**src/rtl/wca_reg_readback16.sv**
```systemverilog
// Burst read-back of a flat 16-bit register bank over a valid/ready stream with a last marker.
// Optional macro WCA_REGRDBK_SNAPSHOT_EN captures the whole bank at request accept so a burst is coherent.
module wca_reg_readback16 #(
    parameter int NREGS = 16,
    parameter int AW    = 6
) (
    input  logic                  Clock,
    input  logic                  Aclr,
    input  logic [NREGS*16-1:0]   RegBank,
    input  logic                  ReqStart,
    input  logic [AW-1:0]         ReqAddr,
    input  logic [AW-1:0]         ReqCount,
    output logic                  ReqBusy,
    output logic [15:0]           RdData,
    output logic                  RdValid,
    input  logic                  RdReady,
    output logic                  RdLast,
    output logic                  ReqError
);

    localparam int            IW       = (NREGS > 1) ? $clog2(NREGS) : 1;
    localparam logic [AW-1:0] LAST_IDX = AW'(NREGS - 1);

    typedef enum logic [1:0] {
        IDLE,
        FETCH,
        SEND
    } state_t;

    state_t        state, state_n;
    logic [AW-1:0] addr, addr_n;
    logic [AW-1:0] remaining, remaining_n;
    logic [15:0]   data_n;
    logic          vld_n, last_n, busy_n, err_n;
    logic          accept;

    logic [NREGS*16-1:0] src_bank;
    logic [15:0]         src_words [NREGS];
    logic [15:0]         fetch_word;

`ifdef WCA_REGRDBK_SNAPSHOT_EN
    logic [NREGS*16-1:0] shadow;

    always_ff @(posedge Clock or posedge Aclr) begin
        if (Aclr) begin
            shadow <= '0;
        end else if (accept) begin
            shadow <= RegBank;
        end
    end

    assign src_bank = shadow;
`else
    assign src_bank = RegBank;
`endif

    always_comb begin
        for (int i = 0; i < NREGS; i++) begin
            src_words[i] = src_bank[16*i +: 16];
        end
    end

    // addr is always kept below NREGS, so the low IW bits select the word
    assign fetch_word = src_words[addr[IW-1:0]];

    always_ff @(posedge Clock or posedge Aclr) begin
        if (Aclr) begin
            state <= IDLE;
        end else begin
            state <= state_n;
        end
    end

    always_comb begin
        state_n     = state;
        addr_n      = addr;
        remaining_n = remaining;
        data_n      = RdData;
        vld_n       = RdValid;
        last_n      = RdLast;
        busy_n      = ReqBusy;
        err_n       = 1'b0;
        accept      = 1'b0;

        case (state)
            IDLE: begin
                if (ReqStart) begin
                    if (ReqAddr <= LAST_IDX) begin
                        accept      = 1'b1;
                        addr_n      = ReqAddr;
                        remaining_n = ReqCount;
                        busy_n      = 1'b1;
                        state_n     = FETCH;
                    end else begin
                        err_n = 1'b1;
                    end
                end
            end
            FETCH: begin
                data_n  = fetch_word;
                last_n  = (remaining == '0);
                vld_n   = 1'b1;
                state_n = SEND;
            end
            SEND: begin
                if (RdReady) begin
                    vld_n = 1'b0;
                    if (RdLast) begin
                        last_n  = 1'b0;
                        busy_n  = 1'b0;
                        state_n = IDLE;
                    end else begin
                        // wrap to register 0 past the top of the bank; count still governs length
                        addr_n      = (addr == LAST_IDX) ? '0 : addr + AW'(1);
                        remaining_n = remaining - AW'(1);
                        state_n     = FETCH;
                    end
                end
            end
            default: begin
                state_n = IDLE;
                vld_n   = 1'b0;
                last_n  = 1'b0;
                busy_n  = 1'b0;
            end
        endcase
    end

    always_ff @(posedge Clock or posedge Aclr) begin
        if (Aclr) begin
            addr      <= '0;
            remaining <= '0;
            RdData    <= 16'h0000;
            RdValid   <= 1'b0;
            RdLast    <= 1'b0;
            ReqBusy   <= 1'b0;
            ReqError  <= 1'b0;
        end else begin
            addr      <= addr_n;
            remaining <= remaining_n;
            RdData    <= data_n;
            RdValid   <= vld_n;
            RdLast    <= last_n;
            ReqBusy   <= busy_n;
            ReqError  <= err_n;
        end
    end

endmodule

```
**config.mk**
```make
export PLATFORM = sky130hd
export DESIGN_NAME = wca_reg_readback16
export DESIGN_NICKNAME = d
export VERILOG_FILES = /design/src/rtl/wca_reg_readback16.sv
export SDC_FILE = /design/constraint.sdc
export NUM_CORES = 1
export LEC_CHECK = 0
export ABC_AREA = 1
export BUFFER_PORTS_ARGS = -buffer_cell sky130_fd_sc_hd__buf_2
export CORE_AREA = 2 2 114 116
export CTS_CLUSTER_SIZE = 24
export DETAILED_ROUTE_END_ITERATION = 8
export DIE_AREA = 0 0 116 118
export GPL_ROUTABILITY_DRIVEN = 0
export PLACE_DENSITY = 0.74
export SYNTH_ARGS = -nofsm -noshare
export SYNTH_HDL_FRONTEND = slang
export SYNTH_SLANG_ARGS = --single-unit
```
**constraint.sdc**
```tcl
create_clock -name Clock -period 1.55 [get_ports Clock]
set_input_delay 0 -clock Clock [delete_from_list [all_inputs] [get_ports Clock]]
set_output_delay 0 -clock Clock [all_outputs]
set_load 0.01 [all_outputs]
```
---- Yosys cells after proc, flatten, opt, wreduce, memory -nomap -nowiden ----
Index checks and enable logic that the tools add are counted.
operators by class
  $add $sub $neg .......................... 2
  multiply operators ...................... 0
  divide/modulo/power cells ............... 0
  magnitude comparators ................... 2
  equal/unequal tests ..................... 8
  shift-type cells ........................ 0
  muxes and demuxes ....................... 30
  bitwise gates (word level) .............. 3
  reductions and logical operators ........ 7
operators by type and width
  kind                   count
  $bmux W16 S4           1
  $mux W6                9
  $mux W16               2
  $pmux W6 S2            2
  $ne A2 B2 Y1 const B   5
  $reduce_and A5 Y1      2
  $mux W1                9
  $pmux W1 S3            3
  $add A6 B1 Y6 const B  1
  $eq A6 B4 Y1 const B   1
  $le A6 B4 Y1 const B   1
  $logic_not A6 Y1       1
  $mux W2                3
  $pmux W2 S3            1
  $sub A6 B1 Y6 const B  1
  $ge A5 B5 Y1 const B   1
  $not A4 Y5             1
  $reduce_and A3 Y1      1
  $eq A2 B1 Y1 const B   1
  $eq A2 B2 Y1 const B   1
  $logic_not A2 Y1       1
  $not A1 Y1             2
  $reduce_and A2 Y1      1
  $reduce_bool A2 Y1     1
storage, ports and cells
  register bits after elaboration ......... 34
  latch bits .............................. 0
  memory bits (writable) .................. 0
  ROM bits ................................ 0
  input bits .............................. 272
  output and inout bits ................... 20
  logic and storage cells ................. 60
  memories ................................ 0

---- Longest topological paths before layout ----
  depth after elaboration ................. 5
  gate-level depth with buffers ........... 11
  mapped depth without buffers ............ 10

---- Least setup slack after synthesis ----
OpenSTA, ideal clock, no wires.
  path type ............................... reg-to-reg
  from .................................... register addr[0]
  to ...................................... register RdData[10]
  arrival time ............................ 1.237 ns
  setup slack ............................. 0.195 ns
  cell stages (with the launch flop) ...... 10
  clock period less this slack ............ 1.355 ns
  cells stage by stage .................... dfrtp_1 buf_4 buf_6 or2_2 nand3_1 nand2_1 nand2_1 nand3_1 nand3_1 nand2_1
on the way
  longest elaborated chain between the ends .. 4
ends and longest elaborated chain
  element                                       line  text
  from (decl)                                   31    logic [AW-1:0] addr, addr_n;
  from (signal assigned)                        139   addr <= addr_n;
  $not A4 Y5 (implied by the code)              64    assign fetch_word = src_words[addr[IW-1:0]];
  $bmux W16 S4                                  64
  $mux W16 (implied by the code) (2 in series)  64
  to (signal assigned)                          141   RdData <= data_n;
  to (decl)                                     14    output logic [15:0] RdData,
Every way passes these cells. The select of a mux whose other input is x is not followed.
A chain may end at the register's enable or synchronous reset.

---- Worst setup path in the final report ----
  from .................................... register addr[0]
  to ...................................... register RdData[5]
Same word-level chain as after synthesis.

==> summary.md <==
| Metric | Value |
|---|---|
| GRT Total Usage | 0.2644 |
| Post-DP HPWL | 15200 µm |
| WHS Endpoint | state[1] |
| VDD IR max | 0.8390 mV |
| Worst path bufs/invs | 3 |
| Initial antenna violation count | 3 |
| Crit path DAT | 1760 ps |
| Worst R2R Setup Slack | -40 ps |
| Post-Synth Simple-Gate Area | 0.5695 |
| Mux cell area share after synthesis | 0.002039 |
| Port Buffers | 291 |
| Cell variety after synth | 33 |
| Crit. End Element | flip-flop |
| Largest family of logic cells by synthesized area | simple AND/OR/NAND/NOR gates |
| Skew-Pair Late Insertion Delay | 280 ps |
| Post-synth EDFFs | 0 |
| Primary FF master, synth | dfrtp_1 |
| Layout cell share with drive strength beyond 1 | 0.3224 |
| Final hold viol count | 0 |
| Initial DRC count | 460 |
| H-tree levels | 2 |
| # DRC | 0 |
| Static leakage | 4.602 nW |
| Yosys Warn Count | 0 |
| Final Instance Area | 0.007129 mm² |
| Reg2Reg Depth | 10 |
| Clock skew | 7.455 ps |
| Largest net degree at the start of global routing | 40 |
| Vias in the first global route | 6119 |
| Compound-cell area share of the yosys netlist | 0.03645 |
| Synth top area share | 0.3411 |
| Ys async rst share | 1.000 |
| Outcome | finished, violations left |
| Reg2Reg Launch Point | addr[0] |
| Mapped Nets | 1240 |
| Violated checks | negative setup slack |
| # nets final | 1524 |
| Fin worst setup slack | -42.05 ps |
| Clk buf depth | 2 |
| Crit-path slowest cell | dfrtp_4 |
| Critical path required time | 1710 ps |
| Most frequent CP cell | nand2_1 |
| First-pass GRT wire length | 28990 µm |
| Adder-cell share of the synthesized area | 0.007647 |
| Synthesized area | 0.004908 mm² |
| Top-count cell post-synth | nand2_1 |
| Clock slew at reported path FFs | 60 ps |
| Critical path's largest stage delay | 570 ps |
| Routed len/inst | 13.56 µm |
| Cell area power density | 1731 mW/mm² |
| Placed cell areas | 0.006658 mm² |
| CP Cell Sequence | clkinv_8 -> buf_12 -> clkbuf_16 -> nand2_1 -> nand3_1 -> nand2_1 -> nand2_1 -> nand3_1 -> nand3_1 -> nand2_1 |
| Hold WC Path Type | in2reg |
| Period utilization | 1.027 |
| Seq cells post-synth | 34 |
| DIE AREA | 0.01369 mm² |
| Hold Startpoint | RdReady |
| Commonest cells post-synth | nand2_1 (446), nand3_1 (175), inv_1 (172), buf_2 (37), dfrtp_1 (34) |
| Ports | 292 |
| Hold Path Cell Cnt | 4 |
| Final Util | 0.5743 |
| RSZ-0062 raised after global routing | yes |
| Root Driver | clkbuf_16 |
| Final antenna-violating net count | 0 |
| Post-synthesis average cell area | 5.086 µm² |
| Clock buffer count from CTS | 5 |
| CTS tree | yes |
| Top cells by area, synth | nand2_1 (34%), nand3_1 (18%), dfrtp_1 (17%) |
| Via Count | 6776 |
| Starting density of the core | 0.3954 |
| Reg-to-reg critical path endpoint | RdData[5] |
| Die width | 116 µm |
| Overflow left after global routing | 0 |
| Vias per cell | 4.755 |
| Top delay family on crit path | flip-flops |
| Final WL | 19330 µm |
| CP Launch Type | flip-flop |
| Layout area overhead | 45.25% |
| Post-synthesis cell count | 965 |
| Slew @ Worst Pin | 349.1 ps |
| Worst slack at placement | -34.67 ps |
| Die height | 118 µm |
| Slew HR | 0.7670 |
| Pre-antenna DRT Iters | 5 |
| Fmax | 628.1 MHz |
| Maximum fanout along the worst path | 17 |
| Xor/xnor share of the synthesized area | 0.007137 |
| Num rows | 41 |
| Seq/Total Area, Yosys | 0.1733 |
| CORE AREA | 0.01241 mm² |
| Overall power | 12.34 mW |
| Min Clock Period, post-route | 1592 ps |
| Max-cap violations | 0 |
| Fin. max-slew vios | 0 |
| Crit path kind | reg2reg |
| Final Setup Violations | 4 |
| Clock sink count | 34 |
| Area leader, netlist | nand2_1 |
worst min-delay path, stage by stage:
cell	delay [ps]
buf_2	70
inv_1	50
nand2_2	90
nand2_1	50
flip-flops by register name, indices dropped and copies added (netlist names):
register and count:
addr 6, ReqError 1, RdValid 1, RdData 16, ReqBusy 1, RdLast 1, state 2, remaining 6
routing by layer:
metal	GRT usage	wire (µm)
met5	0	0
met4	0.07143	433
met3	0.03605	1392
met2	0.4978	9776
met1	0.3060	7724
layout by cell type, fill, tap and decap left out, types with 2 or more instances in the layout:
cell / instances
nand2_1: 434
buf_2: 291
inv_1: 171
nand3_1: 162
dfrtp_1: 32
buf_4: 25
nand2_2: 24
nand3_2: 13
buf_12: 13
o21ai_0: 12
o21ai_2: 10
or2_1: 10
clkbuf_16: 7
nor2_1: 6
diode_2: 3
inv_2: 3
o21ai_1: 3
xor2_1: 3
or2_2: 3
dlygate4sd3_1: 3
nor2_4: 2
a21oi_1: 2
clkinv_1: 2
ha_1: 2
bufinv_16: 2
worst max-delay path by stage:
stage | startpoint | endpoint | slack [ps] | cells past startpoint
2_1_floorplan | addr[0] | RdData[10] | 190 | 9
3_3_place_gp | addr[0] | RdData[4] | -7 | 9
3_5_place_dp | addr[0] | RdData[6] | -30 | 9
4_1_cts | addr[0] | RdData[6] | -40 | 9
5_1_grt | addr[0] | RdData[10] | -100 | 9
6_report | addr[0] | RdData[5] | -40 | 10
cell type report:
type	instances	area [µm²]
Antenna cell	3	7.507
Clock buffer	5	125.1
Clock inverter	3	68.82
Fill cell	1345	5285
Inverter	178	688.2
Multi-Input combinational cell	695	3157
Sequential cell	34	855.8
Tap cell	172	215.2
Timing Repair Buffer	335	2012
stage by stage:
| step | instances | hold slack (ps) | TNS, ps |
|---|---|---|---|
| floorplan | 965 | 106.2 | 0 |
| global route | 1424 | 38.42 | -1107 |
| detailed placement | 1403 | -27.51 | -82.63 |
| CTS | 1414 | 14.15 | -108.2 |
| global placement | 1403 | -25.40 | -7.546 |
| finish | 1425 | 17.28 | -82.62 |
timing repair:
item                                    CTS  global route
gates cloned                              0             2
endpoints found under the setup margin    5            20
pin swaps                                 0             6
hold buffers                              3             0
endpoints found under the hold margin    13             0
gates resized for setup                   0            33
setup buffers                             0             6
report_power, final:
group	total, mW	switching [mW]	internal [mW]
logic	9.31	5.60	3.70
registers	1.73	0.393	1.34
clock network	1.31	0.384	0.924
total	12.3	6.38	5.96
logic make-up after synthesis:
group | count (synthesis)
compound gates | 28
buf+inv | 236
fa+ha+maj | 3
mux | 1
flops | 34
xor+xnor | 4
simple gates | 659
Power figures use the tool's default switching activity.
